**config.mk**
```make
export PLATFORM = sky130hd
export DESIGN_NAME = ts_qracc_bitserial
export DESIGN_NICKNAME = d
export VERILOG_FILES = /design/src/rtl/ts_qracc_bitserial.sv
export SDC_FILE = /design/constraint.sdc
export NUM_CORES = 2
export LEC_CHECK = 0
export CORE_ASPECT_RATIO = 2
export CORE_MARGIN = 1.5
export CORE_UTILIZATION = 50
export DETAILED_ROUTE_END_ITERATION = 7
export GPL_TIMING_DRIVEN = 0
export PLACE_DENSITY = 0.74
export SLEW_MARGIN = 30
export SYNTH_ARGS = -nofsm -noshare
export SYNTH_HDL_FRONTEND = slang
export SYNTH_SLANG_ARGS = --single-unit
export TNS_END_PERCENT = 50
```
**constraint.sdc**
```tcl
create_clock -name CLK -period 31.5 [get_ports CLK]
set_input_delay 9.45 -clock CLK [delete_from_list [all_inputs] [get_ports CLK]]
set_output_delay 9.45 -clock CLK [all_outputs]
set_load 0.02 [all_outputs]
```
**src/rtl/ts_qracc_bitserial.sv**
```systemverilog
// Bit-serial QR in-memory compute column array: 1-bit weight matrix, per-column saturating ADC
// model, and a shift-add accumulator processing one activation bit-plane per cycle, LSB first.
module ts_qracc_bitserial #(
  parameter int unsigned numRows    = 128,
  parameter int unsigned numCols    = 8,
  parameter int unsigned numAdcBits = 4,
  parameter int unsigned numInBits  = 4,
  localparam int unsigned RW = $clog2(numRows),
  localparam int unsigned SW = $clog2(numRows + 1),
  localparam int unsigned OW = numAdcBits + numInBits
) (
  input  logic                          CLK,
  input  logic                          RST,
  input  logic                          wr_en,
  input  logic [RW-1:0]                 wr_row,
  input  logic [numCols-1:0]            wr_data,
  output logic                          wr_drop,
  input  logic                          rd_en,
  input  logic [RW-1:0]                 rd_row,
  output logic [numCols-1:0]            rd_data,
  output logic                          rd_valid,
  input  logic                          in_valid,
  output logic                          in_ready,
  input  logic [numRows*numInBits-1:0]  in_act,
  input  logic [SW-1:0]                 adc_shift,
  output logic                          out_valid,
  input  logic                          out_ready,
  output logic [numCols*OW-1:0]         out_data,
  output logic [numCols-1:0]            out_sat
);

  localparam int unsigned BW      = (numInBits > 1) ? $clog2(numInBits) : 1;
  localparam int unsigned MaxCode = (1 << numAdcBits) - 1;

  typedef enum logic [1:0] {StIdle, StCompute, StDone} state_e;

  state_e                         state_q;
  logic [numCols-1:0]             mem_q [numRows];
  logic [numRows*numInBits-1:0]   act_q;
  logic [SW-1:0]                  shift_q;
  logic [BW-1:0]                  bit_idx_q;
  logic [OW-1:0]                  acc_q [numCols];
  logic [numCols-1:0]             sat_q;

  logic [numAdcBits-1:0]          code [numCols];
  logic [numCols-1:0]             sat_now;
  logic                           wr_ok;
  logic                           rd_ok;

  assign wr_ok     = (32'(wr_row) < numRows);
  assign rd_ok     = (32'(rd_row) < numRows);
  assign in_ready  = (state_q == StIdle);
  assign out_valid = (state_q == StDone);
  assign out_sat   = sat_q;

  always_comb begin
    for (int j = 0; j < numCols; j++) begin
      out_data[j*OW +: OW] = acc_q[j];
    end
  end

  // Per-column popcount of the current bit-plane against the stored weights, then ADC clamp.
  always_comb begin
    logic [SW-1:0] cnt;
    logic [SW-1:0] shifted;
    for (int j = 0; j < numCols; j++) begin
      cnt = '0;
      for (int r = 0; r < numRows; r++) begin
        cnt = cnt + SW'(act_q[r*numInBits + 32'(bit_idx_q)] & mem_q[r][j]);
      end
      shifted    = cnt >> shift_q;
      sat_now[j] = (32'(shifted) > MaxCode);
      code[j]    = sat_now[j] ? numAdcBits'(MaxCode) : numAdcBits'(shifted);
    end
  end

  always_ff @(posedge CLK) begin
    if (RST) begin
      state_q   <= StIdle;
      act_q     <= '0;
      shift_q   <= '0;
      bit_idx_q <= '0;
      sat_q     <= '0;
      wr_drop   <= 1'b0;
      for (int j = 0; j < numCols; j++) acc_q[j] <= '0;
    end else begin
      wr_drop <= wr_en && (state_q != StIdle);
      unique case (state_q)
        StIdle: begin
          if (in_valid) begin
            act_q     <= in_act;
            shift_q   <= adc_shift;
            bit_idx_q <= '0;
            sat_q     <= '0;
            for (int j = 0; j < numCols; j++) acc_q[j] <= '0;
            state_q   <= StCompute;
          end
        end
        StCompute: begin
          for (int j = 0; j < numCols; j++) begin
            acc_q[j] <= acc_q[j] + (OW'(code[j]) << bit_idx_q);
          end
          sat_q     <= sat_q | sat_now;
          bit_idx_q <= bit_idx_q + 1'b1;
          if (32'(bit_idx_q) == numInBits - 1) state_q <= StDone;
        end
        StDone: begin
          if (out_ready) state_q <= StIdle;
        end
        default: state_q <= StIdle;
      endcase
    end
  end

  // Weight array is deliberately not reset; contents survive RST.
  always_ff @(posedge CLK) begin
    if (!RST && (state_q == StIdle) && wr_en && wr_ok) begin
      mem_q[wr_row] <= wr_data;
    end
  end

  always_ff @(posedge CLK) begin
    if (RST) begin
      rd_valid <= 1'b0;
      rd_data  <= '0;
    end else begin
      rd_valid <= rd_en;
      rd_data  <= (rd_en && rd_ok) ? mem_q[rd_row] : '0;
    end
  end

endmodule

```
==> out/results.ini, run 1 <==
[synth]
ys_seq_area_frac=0.4479
synth_area_um2=97000
ys_types=86
syn-instance-count=7275
synth_fp_nets=9008
yosysWarnings=0
synth_top_flop_cell=edfxtp_1
ys_seq_elements=1630
async_reset_ff_frac=0
syn-mean-instance-area_um2=13.33
synth_edf_count=1080

[clock_tree]
cts.sinks=1630
cts_setup_buffers=0
cts_made_buffers=162
root_buffer=clkbuf_16
htreeDepth=4
clock_path_buffers=4
ctsResizeCount=0
holdBufCountCts=0

[floorplan]
dieHeight_um=625.9
start_util=0.5030
die_w_um=314.4
num_rows=228
ioPinCount=632

[run_status]
error=[ERROR GRT-0116] Global routing finished with congestion. Check the congestion regions in the DRC Viewer.
status=aborted with a tool error
lastStage=global routing

[placement]
port-buffer-count=623
dpl_worst_slack_ps=17460
finalWeightedCongestion=1.153
dpl.hpwl_um=420200
place_area_um2=108200

[grt]
grt_start_max_net_pins=88
grt_pass1_wl_um=740000
globalRouteOverflowTotal=7
first_global_vias=80500
grt_util_all_layers=0.5741

-- cells in the mapped netlist (all sizes together), types with 26 or more instances --
cell type  count  area share
mux4         467        0.11
a22o         533       0.048
clkbuf       226      0.0087
a211oi        31      0.0024
fa           928        0.19
buf           77      0.0035
nand3         29      0.0015
dfxtp        550        0.11
inv          962       0.037
and2         443       0.029
edfxtp      1080        0.33
o21ai         77      0.0040
nor3          43      0.0023
nor2b         39      0.0025
nand2        685       0.027
ha           257       0.033
a21oi         92      0.0047
nor2         326       0.013
xnor2         30      0.0027
nand2b        26      0.0017
-- kinds of logic after synthesis --
group	synth area share
fa+ha+maj	0.2247
simple gates	0.08210
buf+inv	0.04959
flops	0.4479
mux	0.1110
compound gates	0.07991
xor+xnor	0.004876
-- metal layers --
metal / GRT overflow / track usage
met5: 0 / 0.02298
met2: 6 / 0.8510
met1: 0 / 0.5577
met3: 0 / 0.2437
met4: 1 / 0.6668
-- through the flow --
step             util  instances
3_5_place_dp   0.5611      10500
4_1_cts        0.5877      10790
2_1_floorplan       -       7275
3_3_place_gp   0.5517      10430
==> run 2: changes to the inputs <==
CORE_ASPECT_RATIO = default   (was 2)
CORE_UTILIZATION = 35   (was 50)
PLACE_DENSITY = default   (was 0.74)
PLACE_DENSITY_LB_ADDON = 0.15   (was default)
==> run 2 against run 1 <==
  * The flow now finishes, with violations (design-rule violations)
  * Synthesized area unchanged
  * Synthesized cell count stayed put
==> out/results.ini, run 2 <==
[clock_tree]
holdBufCountCts=0
cts_made_buffers=195
clkSlewWorstSetupHoldPaths_ps=60
clkLatencyLatePin_ps=930
root_buffer=clkbuf_16
cts_tree=done
htreeDepth=4
clock_path_buffers=4
ctsResizeCount=0
cts_setup_buffers=0
cts.sinks=1630

[grt]
first_global_vias=70220
grt_pass1_wl_um=637000
grt_start_max_net_pins=92
globalRouteOverflowTotal=0
grt_util_all_layers=0.3455
antenna_found_initial=86

[synth]
syn-mean-instance-area_um2=13.33
netlist_top_cells_area=edfxtp_1, fa_1, dfxtp_1, mux4_2, a22o_1
yosys.area.top_type_share=0.3344
synth_edf_count=1080
ys_seq_area_frac=0.4479
yosysTopAreaCell=edfxtp_1
synth_fp_nets=9008
yosys-top-cells-count=edfxtp_1, inv_1, fa_1
yosysWarnings=0
ys_types=86
syn-instance-count=7275
ys_seq_elements=1630
yosysMostFrequentCell=edfxtp_1
synth_top_flop_cell=edfxtp_1
async_reset_ff_frac=0
synth_area_um2=97000

[floorplan]
dieArea_um2=280300
core_area_um2=276000
die_w_um=529.4
start_util=0.3514
num_rows=193
ioPinCount=632
dieHeight_um=529.4

[critical_path]
arrival_ps=14500
cp-endpoint=acc_q[0][15]$_SDFFCE_PN0P_
crit_required_ps=32060
path_common_cell=fa_1
cp_slowest_cell=mux4_2
worst-setup-path-type=register to register
crit_fanout=11
reg2reg_slack_ps=17560
critical_path_depth=40
worstReg2RegStart=bit_idx_q[0]$_SDFFE_PP0P_
r2r_end=acc_q[0][15]$_SDFFCE_PN0P_
critPathMaxStageDelay_ps=790
end_kind=register
crit_buf_inv=10
path_delay_family=adder cells
rr_worst_depth=40
startpoint=bit_idx_q[0]$_SDFFE_PP0P_
worstSetupStartpointType=register

[layout]
layout_commonest_cell=edfxtp_1
final_cell_mix=edfxtp_1, inv_1, fa_1
reg.largest.list=mem_q x1024, act_q x512, acc_q x64
largest-register=mem_q
largest_register_ffs=1024
syn_to_final_growth_pct=19.33
layout.nets=9888
drive_gt1_frac=0.1281

[placement]
dpl.hpwl_um=410900
finalWeightedCongestion=1.054
port-buffer-count=623

[pwr]
vdd_drop_max_v=0.0001947
pwr-share-clk=0.189
p_sw_frac=0.4530
p_int_mw=6.591
p_leak_nw=44.51
powerDensity_nw_per_um2=104.1
comb_power_share=0.611
seqPwrFrac=0.200
p_sw_mw=5.458

[drt]
ant_nets=0
avgViaCountPerCell=5.856
routedWlPerCell_um=40.64
finalWirelength_um=489400
drtIter0Drc=10270
drc=1
dr.pass1.iters=8
num_vias=70520

[sta]
fmax_mhz=71.74
worstMarginPinSlew_ps=1159
fin_crit_sh=0.4425
hold_ws_ps=473.1
fin_setup_tns_ps=0
min_period_ps=13940
setup_viol=0
hold_viol_final=0
max_slew_margin=0.2276
drv_slew=0
skew_ps=104.9
rsz0062_at_grt=no

[run_status]
violations=design-rule violations
status=finished with violations

[flow_run]
drv_cap=0

[min_path]
worstHoldPathType=register to register

-- run 2: cell type report --
type / count / area (µm²)
Clock inverter: 86 / 752.0
Tap cell: 3705 / 4636
Inverter: 964 / 3618
Buffer: 303 / 1282
Antenna cell: 32 / 80.08
Fill cell: 25780 / 160300
Timing Repair Buffer: 683 / 7462
Sequential cell: 1630 / 43440
Clock buffer: 261 / 5408
Multi-Input combinational cell: 4378 / 49060
-- run 2: worst min path at each step --
stage | start | endpoint | cells after the start
2_1_floorplan | act_q[102]$_SDFFE_PP0P_ | act_q[102]$_SDFFE_PP0P_ | 1
3_3_place_gp | act_q[226]$_SDFFE_PP0P_ | act_q[226]$_SDFFE_PP0P_ | 1
3_5_place_dp | act_q[154]$_SDFFE_PP0P_ | act_q[154]$_SDFFE_PP0P_ | 1
4_1_cts | act_q[470]$_SDFFE_PP0P_ | act_q[470]$_SDFFE_PP0P_ | 1
5_1_grt | act_q[179]$_SDFFE_PP0P_ | act_q[179]$_SDFFE_PP0P_ | 1
6_report | act_q[442]$_SDFFE_PP0P_ | act_q[442]$_SDFFE_PP0P_ | 1
-- run 2: power by group through the flow --
stage               Combinational [mW]  Sequential (mW)  Clock, mW
detailed placement                7.23             2.45          0
CTS                               7.29             2.41       2.28
global route                      7.94             2.42       2.35
finish                            7.36             2.41       2.28
floorplan                         4.57             2.47          0
global placement                  7.15             2.46          0
-- run 2: metrics by stage --
step                      utilization  cell area [µm²]  total power, mW  worst slack [ps]  instances
final                          0.4193           115700            12.05             17560      12040
after global routing           0.4191           115700            12.71             17180      12020
after CTS                      0.4190           115600            11.98             17760      12010
after detailed placement       0.3966           109500            9.679             17440      11660
after global placement         0.3908           107900            9.609             15650      11600
after floorplan                     -            97000            7.046             19550       7275
-- run 2: routing by layer --
layer,global-route usage,part of all wire,vias up
met5,0,0.00079,-
met4,0.1481,0.052,60
met3,0.1248,0.12,789
met2,0.5212,0.44,4563
met1,0.4458,0.38,37600
li1,-,-,27510
-- run 2: kinds of logic after synthesis --
group                      Yosys count  share of synthesized area
and+or+nand+nor                   1678                    0.08210
adders and majority gates         1185                     0.2247
buffers and inverters             1267                    0.04959
xor gates and xnor gates            54                   0.004876
AOI/OAI and AO/OA                  970                    0.07991
DFF                               1630                     0.4479
muxes                              491                     0.1110
(Power assumes the default switching activity.)
